`src/rtl/stack_seq_ctrl.sv`:
```
// Decode-stage sequencer that expands CALL, RET, RTI and interrupts into 16-bit stack push/pop steps.
// Build option STACK_DEPTH_EN adds the stackDepth/stackUnderflow tracking outputs.
//
//   state     | meaning
//   ----------+------------------------------------------------------
//   S_IDLE    | no sequence; accepting flush/interrupt/CALL/RET/RTI
//   S_CALL_HI | push PC[31:16], carries the CALL itself
//   S_CALL_LO | push PC[15:0]
//   S_RET_LO  | pop low word, carries the RET itself
//   S_RET_HI  | pop high word
//   S_RTI_LO  | pop low word, carries the RTI itself
//   S_RTI_HI  | pop high word
//   S_RTI_FL  | pop flags word
//   S_INT_FL  | push flags word
//   S_INT_HI  | push PC high word
//   S_INT_LO  | push PC low word, acknowledge interrupt
module stack_seq_ctrl #(
    parameter int DEPTH_W = 11
) (
    input  logic               clk,
    input  logic               rst_n,
    input  logic               opValid,
    input  logic               isCall,
    input  logic               isRet,
    input  logic               isRti,
    input  logic               intReq,
    input  logic               flush,
    input  logic               stallIn,
    output logic [1:0]         enablePushOrPop,
    output logic [1:0]         firstTimeCall,
    output logic [1:0]         firstTimeRET,
    output logic [1:0]         firstTimeINT,
    output logic               decHold,
    output logic               bubble,
    output logic               intAck,
`ifdef STACK_DEPTH_EN
    output logic               busy,
    output logic [DEPTH_W-1:0] stackDepth,
    output logic               stackUnderflow
`else
    output logic               busy
`endif
);

    typedef enum logic [3:0] {
        S_IDLE,
        S_CALL_HI,
        S_CALL_LO,
        S_RET_LO,
        S_RET_HI,
        S_RTI_LO,
        S_RTI_HI,
        S_RTI_FL,
        S_INT_FL,
        S_INT_HI,
        S_INT_LO
    } state_t;

    localparam logic [1:0] OP_PUSH = 2'b01;
    localparam logic [1:0] OP_POP  = 2'b10;
    localparam logic [1:0] STEP_1  = 2'b01;
    localparam logic [1:0] STEP_2  = 2'b10;
    localparam logic [1:0] STEP_FL = 2'b11;

    state_t     r_state;
    state_t     w_next;

    logic       r_int_prev;
    logic       r_int_pend;
    logic       w_int_edge;
    logic       w_int_take;

    logic [1:0] r_pp;
    logic [1:0] r_call;
    logic [1:0] r_ret;
    logic [1:0] r_intc;
    logic       r_bubble;
    logic       r_ack;
    logic       r_busy;

    logic [1:0] w_pp;
    logic [1:0] w_call;
    logic [1:0] w_ret;
    logic [1:0] w_intc;
    logic       w_bubble;
    logic       w_ack;
    logic       w_busy;

    // Only a fresh rising edge arms an interrupt, so a level held through INT_LO cannot re-enter
    assign w_int_edge = intReq & ~r_int_prev;

    always_comb begin
        w_next     = r_state;
        w_int_take = 1'b0;
        if (!stallIn) begin
            case (r_state)
                S_IDLE: begin
                    if (flush) begin
                        w_next = S_IDLE;
                    end else if (r_int_pend || w_int_edge) begin
                        w_next     = S_INT_FL;
                        w_int_take = 1'b1;
                    end else if (opValid && isCall) begin
                        w_next = S_CALL_HI;
                    end else if (opValid && isRet) begin
                        w_next = S_RET_LO;
                    end else if (opValid && isRti) begin
                        w_next = S_RTI_LO;
                    end
                end
                S_CALL_HI: w_next = flush ? S_IDLE : S_CALL_LO;
                S_CALL_LO: w_next = S_IDLE;
                S_RET_LO:  w_next = flush ? S_IDLE : S_RET_HI;
                S_RET_HI:  w_next = S_IDLE;
                S_RTI_LO:  w_next = flush ? S_IDLE : S_RTI_HI;
                S_RTI_HI:  w_next = flush ? S_IDLE : S_RTI_FL;
                S_RTI_FL:  w_next = S_IDLE;
                S_INT_FL:  w_next = S_INT_HI;
                S_INT_HI:  w_next = S_INT_LO;
                S_INT_LO:  w_next = S_IDLE;
                default:   w_next = S_IDLE;
            endcase
        end
    end

    // Outputs are decoded from the next state and registered alongside it
    always_comb begin
        w_pp   = 2'b00;
        w_call = 2'b00;
        w_ret  = 2'b00;
        w_intc = 2'b00;
        w_ack  = 1'b0;
        w_busy = (w_next != S_IDLE);
        case (w_next)
            S_CALL_HI: begin w_pp = OP_PUSH; w_call = STEP_1;  end
            S_CALL_LO: begin w_pp = OP_PUSH; w_call = STEP_2;  end
            S_RET_LO:  begin w_pp = OP_POP;  w_ret  = STEP_1;  end
            S_RET_HI:  begin w_pp = OP_POP;  w_ret  = STEP_2;  end
            S_RTI_LO:  begin w_pp = OP_POP;  w_ret  = STEP_1;  end
            S_RTI_HI:  begin w_pp = OP_POP;  w_ret  = STEP_2;  end
            S_RTI_FL:  begin w_pp = OP_POP;  w_ret  = STEP_FL; end
            S_INT_FL:  begin w_pp = OP_PUSH; w_intc = STEP_FL; end
            S_INT_HI:  begin w_pp = OP_PUSH; w_intc = STEP_1;  end
            S_INT_LO:  begin w_pp = OP_PUSH; w_intc = STEP_2; w_ack = 1'b1; end
            default:   ;
        endcase
        // The first step of CALL/RET/RTI still carries the accepted instruction down the pipe
        w_bubble = w_busy && !(w_next inside {S_CALL_HI, S_RET_LO, S_RTI_LO});
    end

    always_ff @(posedge clk or negedge rst_n) begin
        if (!rst_n) begin
            r_state  <= S_IDLE;
            r_pp     <= 2'b00;
            r_call   <= 2'b00;
            r_ret    <= 2'b00;
            r_intc   <= 2'b00;
            r_bubble <= 1'b0;
            r_ack    <= 1'b0;
            r_busy   <= 1'b0;
        end else begin
            r_state  <= w_next;
            r_pp     <= w_pp;
            r_call   <= w_call;
            r_ret    <= w_ret;
            r_intc   <= w_intc;
            r_bubble <= w_bubble;
            r_ack    <= w_ack;
            r_busy   <= w_busy;
        end
    end

    // Edges seen while stalled or busy are remembered until the sequence can start
    always_ff @(posedge clk or negedge rst_n) begin
        if (!rst_n) begin
            r_int_prev <= 1'b0;
            r_int_pend <= 1'b0;
        end else begin
            r_int_prev <= intReq;
            if (w_int_take) begin
                r_int_pend <= 1'b0;
            end else if (w_int_edge) begin
                r_int_pend <= 1'b1;
            end
        end
    end

    assign enablePushOrPop = r_pp;
    assign firstTimeCall   = r_call;
    assign firstTimeRET    = r_ret;
    assign firstTimeINT    = r_intc;
    assign decHold         = r_busy;
    assign busy            = r_busy;
    assign bubble          = r_bubble;
    assign intAck          = r_ack;

`ifdef STACK_DEPTH_EN
    logic [DEPTH_W-1:0] r_depth;
    logic               r_underflow;

    // Every non-stalled cycle that lands in a push/pop state is exactly one new stack step
    always_ff @(posedge clk or negedge rst_n) begin
        if (!rst_n) begin
            r_depth     <= '0;
            r_underflow <= 1'b0;
        end else if (!stallIn) begin
            if (w_pp == OP_PUSH) begin
                if (r_depth != '1) begin
                    r_depth <= r_depth + 1'b1;
                end
            end else if (w_pp == OP_POP) begin
                if (r_depth == '0) begin
                    r_underflow <= 1'b1;
                end else begin
                    r_depth <= r_depth - 1'b1;
                end
            end
        end
    end

    assign stackDepth     = r_depth;
    assign stackUnderflow = r_underflow;
`endif

endmodule

```
`config.mk`:
```
export PLATFORM = sky130hd
export DESIGN_NAME = stack_seq_ctrl
export DESIGN_NICKNAME = d
export VERILOG_FILES = /design/src/rtl/stack_seq_ctrl.sv
export SDC_FILE = /design/constraint.sdc
export NUM_CORES = 1
export LEC_CHECK = 0
export ABC_AREA = 1
export CELL_PAD_IN_SITES_DETAIL_PLACEMENT = 1
export CELL_PAD_IN_SITES_GLOBAL_PLACEMENT = 1
export CORE_MARGIN = 1.5
export CORE_UTILIZATION = 30
export CTS_CLUSTER_SIZE = 10
export DETAILED_ROUTE_END_ITERATION = 6
export GPL_ROUTABILITY_DRIVEN = 0
export HOLD_SLACK_MARGIN = 0.15
export PLACE_DENSITY = 0.77
export SLEW_MARGIN = 20
export SYNTH_ARGS = -nofsm -noshare
export SYNTH_HDL_FRONTEND = slang
export SYNTH_SLANG_ARGS = --single-unit
```
`constraint.sdc`:
```
create_clock -name clk -period 2 [get_ports clk]
set_clock_uncertainty 0.1 [all_clocks]
set_input_delay 0.4 -clock clk [delete_from_list [all_inputs] [get_ports clk]]
set_output_delay 0.4 -clock clk [all_outputs]
set_load 0.02 [all_outputs]
```
## Word-level counts from Yosys, hierarchy flattened

Cells that the tools add are included.

| word-level totals | value |
|---|---|
| bits in writable memories | 0 |
| output and inout bits | 12 |
| input port bits | 9 |
| word-level logic and storage cells | 64 |
| register bits | 17 |
| bits in read-only memories | 0 |
| bits in latches | 0 |
| memories | 0 |

| operators by class | value |
|---|---|
| multiply operators | 0 |
| eq/ne operators | 16 |
| reduce and logical (&&, ||, !) cells | 14 |
| add/subtract/negate cells | 0 |
| bitwise operators | 2 |
| shift operators | 0 |
| magnitude comparators | 0 |
| multiplexer cells | 22 |
| divide/modulo/power cells | 0 |

Operators with widths:

| kind | number |
|---|---|
| one-hot mux 4 bit (7 select lines) | 1 |
| == test 4 x 3 -> 1 bit (second input constant) | 6 |
| two-way mux 4 bit | 6 |
| == test 4 bit (second input constant) | 5 |
| == test 4 x 2 -> 1 bit (second input constant) | 3 |
| one-hot mux 2 bit (3 select lines) | 2 |
| OR reduction 5 bit | 2 |
| two-way mux 3 bit | 3 |
| == test 4 x 1 -> 1 bit (second input constant) | 2 |
| one-hot mux 2 bit (2 select lines) | 2 |
| two-way mux 1 bit | 7 |
| logical AND 1 bit | 4 |
| logical NOT 4 bit | 1 |
| nonzero test 4 bit | 1 |
| OR reduction 2 bit | 2 |
| nonzero test 3 bit | 1 |
| two-way mux 2 bit | 1 |
| nonzero test 2 bit | 1 |
| bitwise AND 1 bit | 1 |
| logical NOT 1 bit | 1 |
| logical OR 1 bit | 1 |
| NOT 1 bit | 1 |

## Depth between registers and ports, before layout

| depth | value |
|---|---|
| depth in word-level cells | 12 |
| depth in mapped cells | 14 |
| gate-level depth less buffers | 14 |

## Worst setup path before layout

No wires, ideal clock.

| timing | value |
|---|---|
| path kind | reg2reg |
| start point | register r_state[0] |
| end point | register r_bubble (netlist: bubble) |
| clock period less this slack | 1.446 ns |
| required time | 1.787 ns |
| setup slack | 0.554 ns |
| cell stages (with the launch flop) | 13 |
| arrival time | 1.233 ns |
| path through | dfrtp_1 > nor2_2 > nand2_2 > inv_1 > nand4_1 > nand2_1 > nand2_1 > nand2_2 > inv_2 > nand2_4 > nand2_1 > nand2_1 > inv_1 |

| between the ends | value |
|---|---|
| cells in the longest elaborated chain, start to end | 11 |
| elaborated cells between the ends (all ways) | 21 |
| classes of those cells | eq/ne (9); mux (7); reduce/logical (5) |

Ends and longest elaborated chain:

| what | RTL line | source |
|---|---|---|
| start: declaration | 65 | `state_t r_state;` |
| start signal: assignment | 162 | `r_state <= w_next;` |
| two-way mux 4 bit | 107 | `end else if (opValid && isRti) begin` |
| two-way mux 4 bit | 105 | `end else if (opValid && isRet) begin` |
| two-way mux 4 bit | 103 | `end else if (opValid && isCall) begin` |
| two-way mux 4 bit | 100 | `end else if (r_int_pend \|\| w_int_edge) begin` |
| two-way mux 4 bit | 98 | `if (flush) begin` |
| one-hot mux 4 bit (7 select lines) | 96 | `case (r_state)` |
| two-way mux 4 bit * | 95 | `if (!stallIn) begin` |
| via w_next[0] | 66 | `state_t w_next;` |
| == test 4 x 1 -> 1 bit, or another cell as far along | 148 | `w_bubble = w_busy && !(w_next inside {S_CALL_HI, S_RET_LO, S_RTI_LO});` |
| nonzero test 3 bit | 148 |  |
| logical NOT 1 bit | 148 |  |
| logical AND 1 bit * | 148 |  |
| via w_bubble | 85 | `logic w_bubble;` |
| end signal: assignment | 167 | `r_bubble <= w_bubble;` |
| end: declaration | 77 | `logic r_bubble;` |

The timed path passes the listed nets; every way through them passes the cells marked *.
A chain may end at the register's enable or synchronous reset.

## Worst setup path after layout

| timing | value |
|---|---|
| start point | register r_busy (netlist: busy) |
| end point | output port decHold |

RTL lines:

| what | RTL line | source |
|---|---|---|
| start: declaration | 79 | `logic r_busy;` |
| start signal: assignment | 169 | `r_busy <= w_busy;` |
| end: declaration | 33 | `output logic decHold,` |

No word-level cell between the ends.

==> reports/metrics.yaml <==
outcome:
  status: "finished clean"
placement:
  pre_cts_ws_ns: -0.02779
  io_buffer_count: 20
  dp_hpwl_um: 1553
timing:
  post-route-period-util_pct: 88.36
  max_slew_margin_pct: 81.38
  setup_ws_ns: 0.2328
  rsz0062_at_grt: "no"
  tightest_slew_ns: 0.2793
  fmax_mhz: 565.9
  tns_ns: 0
  setup_viol: 0
  hold_viol: 0
  slew_viol_final: 0
  fin_crit_ns: 1.767
worst_setup_path:
  cp_slowest_cell: "clkdlybuf4s50_1"
  critical_path_class: "reg2out"
  slowest_delay_ns: 0.61
  cp_top_family: "buffers and inverters"
  start_kind: "flip-flop"
  r2r_cells: 12
  critPathBufInv: 1
  setup.worst_path.end_class: "primary output"
  path_depth: 1
  critPathArrivalTime_ns: 1.27
  cp.required_ns: 1.50
  path_cells: "clkdlybuf4s50_1"
  cp_max_fo: 2
layout:
  n_antenna_cell: 0
  area_growth_pct: 32.99
  drive_above_1_share_pct: 13.04
  fin_nets: 148
yosys:
  synth_top_area_share_pct: 50.07
  ys_warn_count: 0
  ys_async_sr_fraction_pct: 100.0
  synth_area_leaders: "dfrtp_1 50%, nand2_1 17%, inv_1 8.0%, nor2_1 4.4%, nand3_1 4.1%"
  netlist_area_um2: 849.6
  synth-edff-count: 0
  avgSynthCellArea_um2: 7.585
  synth_seq_cells: 17
  synth_commonest_cells: "39 x nand2_1, 18 x inv_1, 17 x dfrtp_1, 10 x nor2_1, 7 x nand3_1"
  synthFlopType: "dfrtp_1"
  ys_seq_area_share_pct: 50.07
  synth_area_leader_cell: "dfrtp_1"
  syn_nets: 121
  syn_inst: 112
  ys_types: 15
  synth_most_common_cell: "nand2_1"
run:
  cap_violations: 0
floorplanning:
  core_area_um2: 2710
  die_w_um: 56.22
  io_pins: 21
  die_h_um: 56.22
  initial_core_util_pct: 31.35
  core.rowCount: 19
  die_area_um2: 3160
global_routing:
  grt_overflow: 0
  grt_pass1_wl_um: 3484
  grt_pass1_vias: 800
  grt_usage_pct: 14.17
  grt_max_degree: 18
  antenna_found_initial: 0
power_and_ir_drop:
  switching_share_pct: 43.29
  pwr-share-clk_pct: 11.7
  powerDensity_nw_per_um2: 1341
  seq_power_share_pct: 35.6
  cellLeakagePower_nw: 0.6152
  power_frac_comb_pct: 52.7
  switching_power_mw: 0.6561
  max-vdd-ir-drop_mv: 0.7703
  intPower_mw: 0.8595
clock_network:
  clkSinkCount: 17
  cts_made_buffers: 3
  cts_resized: 0
  h-tree-depth: 1
  hold_buffers: 0
  cts_setup_buffers: 0
  path_clk_slew_ns: 0.09
  cts-root-buf: "clkbuf_4"
  clockBufferDepth: 2
  clk_latency_ns: 0.29
  cts_tree: "built"
detailed_routing:
  drt_iter0_drc: 21
  post-route-drc-count: 0
  wire_per_inst_um: 11.98
  wl_um: 2024
  vias_per_cell: 4.698
  ant_nets: 0
  dr.pass1.iters: 2
  num_vias: 794
min_path:
  hp-class: "in2async"
==> area by class of cell <==
| class | count | area (um2) |
|---|---|---|
| fillers | 359 | 1580 |
| flip-flops and latches | 17 | 425.4 |
| multi-input cells | 74 | 341.6 |
| repair buffers | 23 | 222.7 |
| inverters | 20 | 75.07 |
| well taps | 31 | 38.79 |
| clock buffers | 4 | 26.28 |
==> cells in the final DEF, fill, tap and decap left out, drive strengths merged <==
| cell type | Yosys | final |
|---|---|---|
| o2111ai | 1 | 1 |
| nor2 | 13 | 13 |
| nand3 | 7 | 7 |
| clkdlybuf4s50 | 0 | 20 |
| nand2 | 45 | 45 |
| a21oi | 4 | 4 |
| clkbuf | 0 | 4 |
| inv | 20 | 20 |
| o21ai | 1 | 1 |
| dfrtp | 17 | 17 |
| nand4 | 3 | 3 |
| buf | 1 | 3 |
==> routing by layer <==
layer / track usage, % / share of wire (%)
met5: 0 / 0
met4: 5.102 / 1.5
met3: 2.558 / 3.3
met2: 26.55 / 53
met1: 15.80 / 42
==> sequential cells by signal, summed over array words and instances, names as in the netlist <==
register	flops
r_int_pend	1
bubble	1
r_state	4
enablePushOrPop	2
r_int_prev	1
busy	1
firstTimeRET	2
intAck	1
firstTimeCall	2
firstTimeINT	2
==> worst paths after layout <==
path	from	to	slack (ns)
min in group clk	intReq	r_int_prev	0.48
max in group asynchronous	rst_n	firstTimeINT[0]	1.29
worst max-delay path	busy	decHold	0.23
worst min register to register	r_int_pend	r_int_pend	0.55
worst max register to register	r_state[0]	bubble	0.29
worst min-delay path	rst_n	busy	0.32
==> metrics by stage <==
step	power (mW)	utilization (%)	hold slack (ns)	cells	cell area, um2
2_1_floorplan	1.023	-	0.004409	112	849.6
3_3_place_gp	1.321	40.72	0.5122	165	1104
3_5_place_dp	1.339	40.72	0.5373	165	1104
4_1_cts	1.533	41.69	0.3284	169	1130
5_1_grt	1.636	41.69	0.3329	169	1130
6_report	1.516	41.69	0.3191	169	1130
==> power by group through the flow <==
stage / logic (mW) / registers (mW) / clock network (mW)
6_report: 0.798 / 0.540 / 0.178
5_1_grt: 0.881 / 0.557 / 0.198
4_1_cts: 0.807 / 0.542 / 0.185
3_5_place_dp: 0.792 / 0.546 / 0
3_3_place_gp: 0.779 / 0.543 / 0
2_1_floorplan: 0.397 / 0.626 / 0
==> kinds of logic (layout without fill, tap and decap cells) <==
logic type / after synthesis / in the layout / synth area share, %
flip-flops: 17 / 17 / 50.07
AND/OR/NAND/NOR: 68 / 68 / 35.79
AO/OA/AOI/OAI: 6 / 6 / 4.418
buffers and inverters: 21 / 47 / 9.720
No activity file was read; power rests on OpenSTA's default activity.
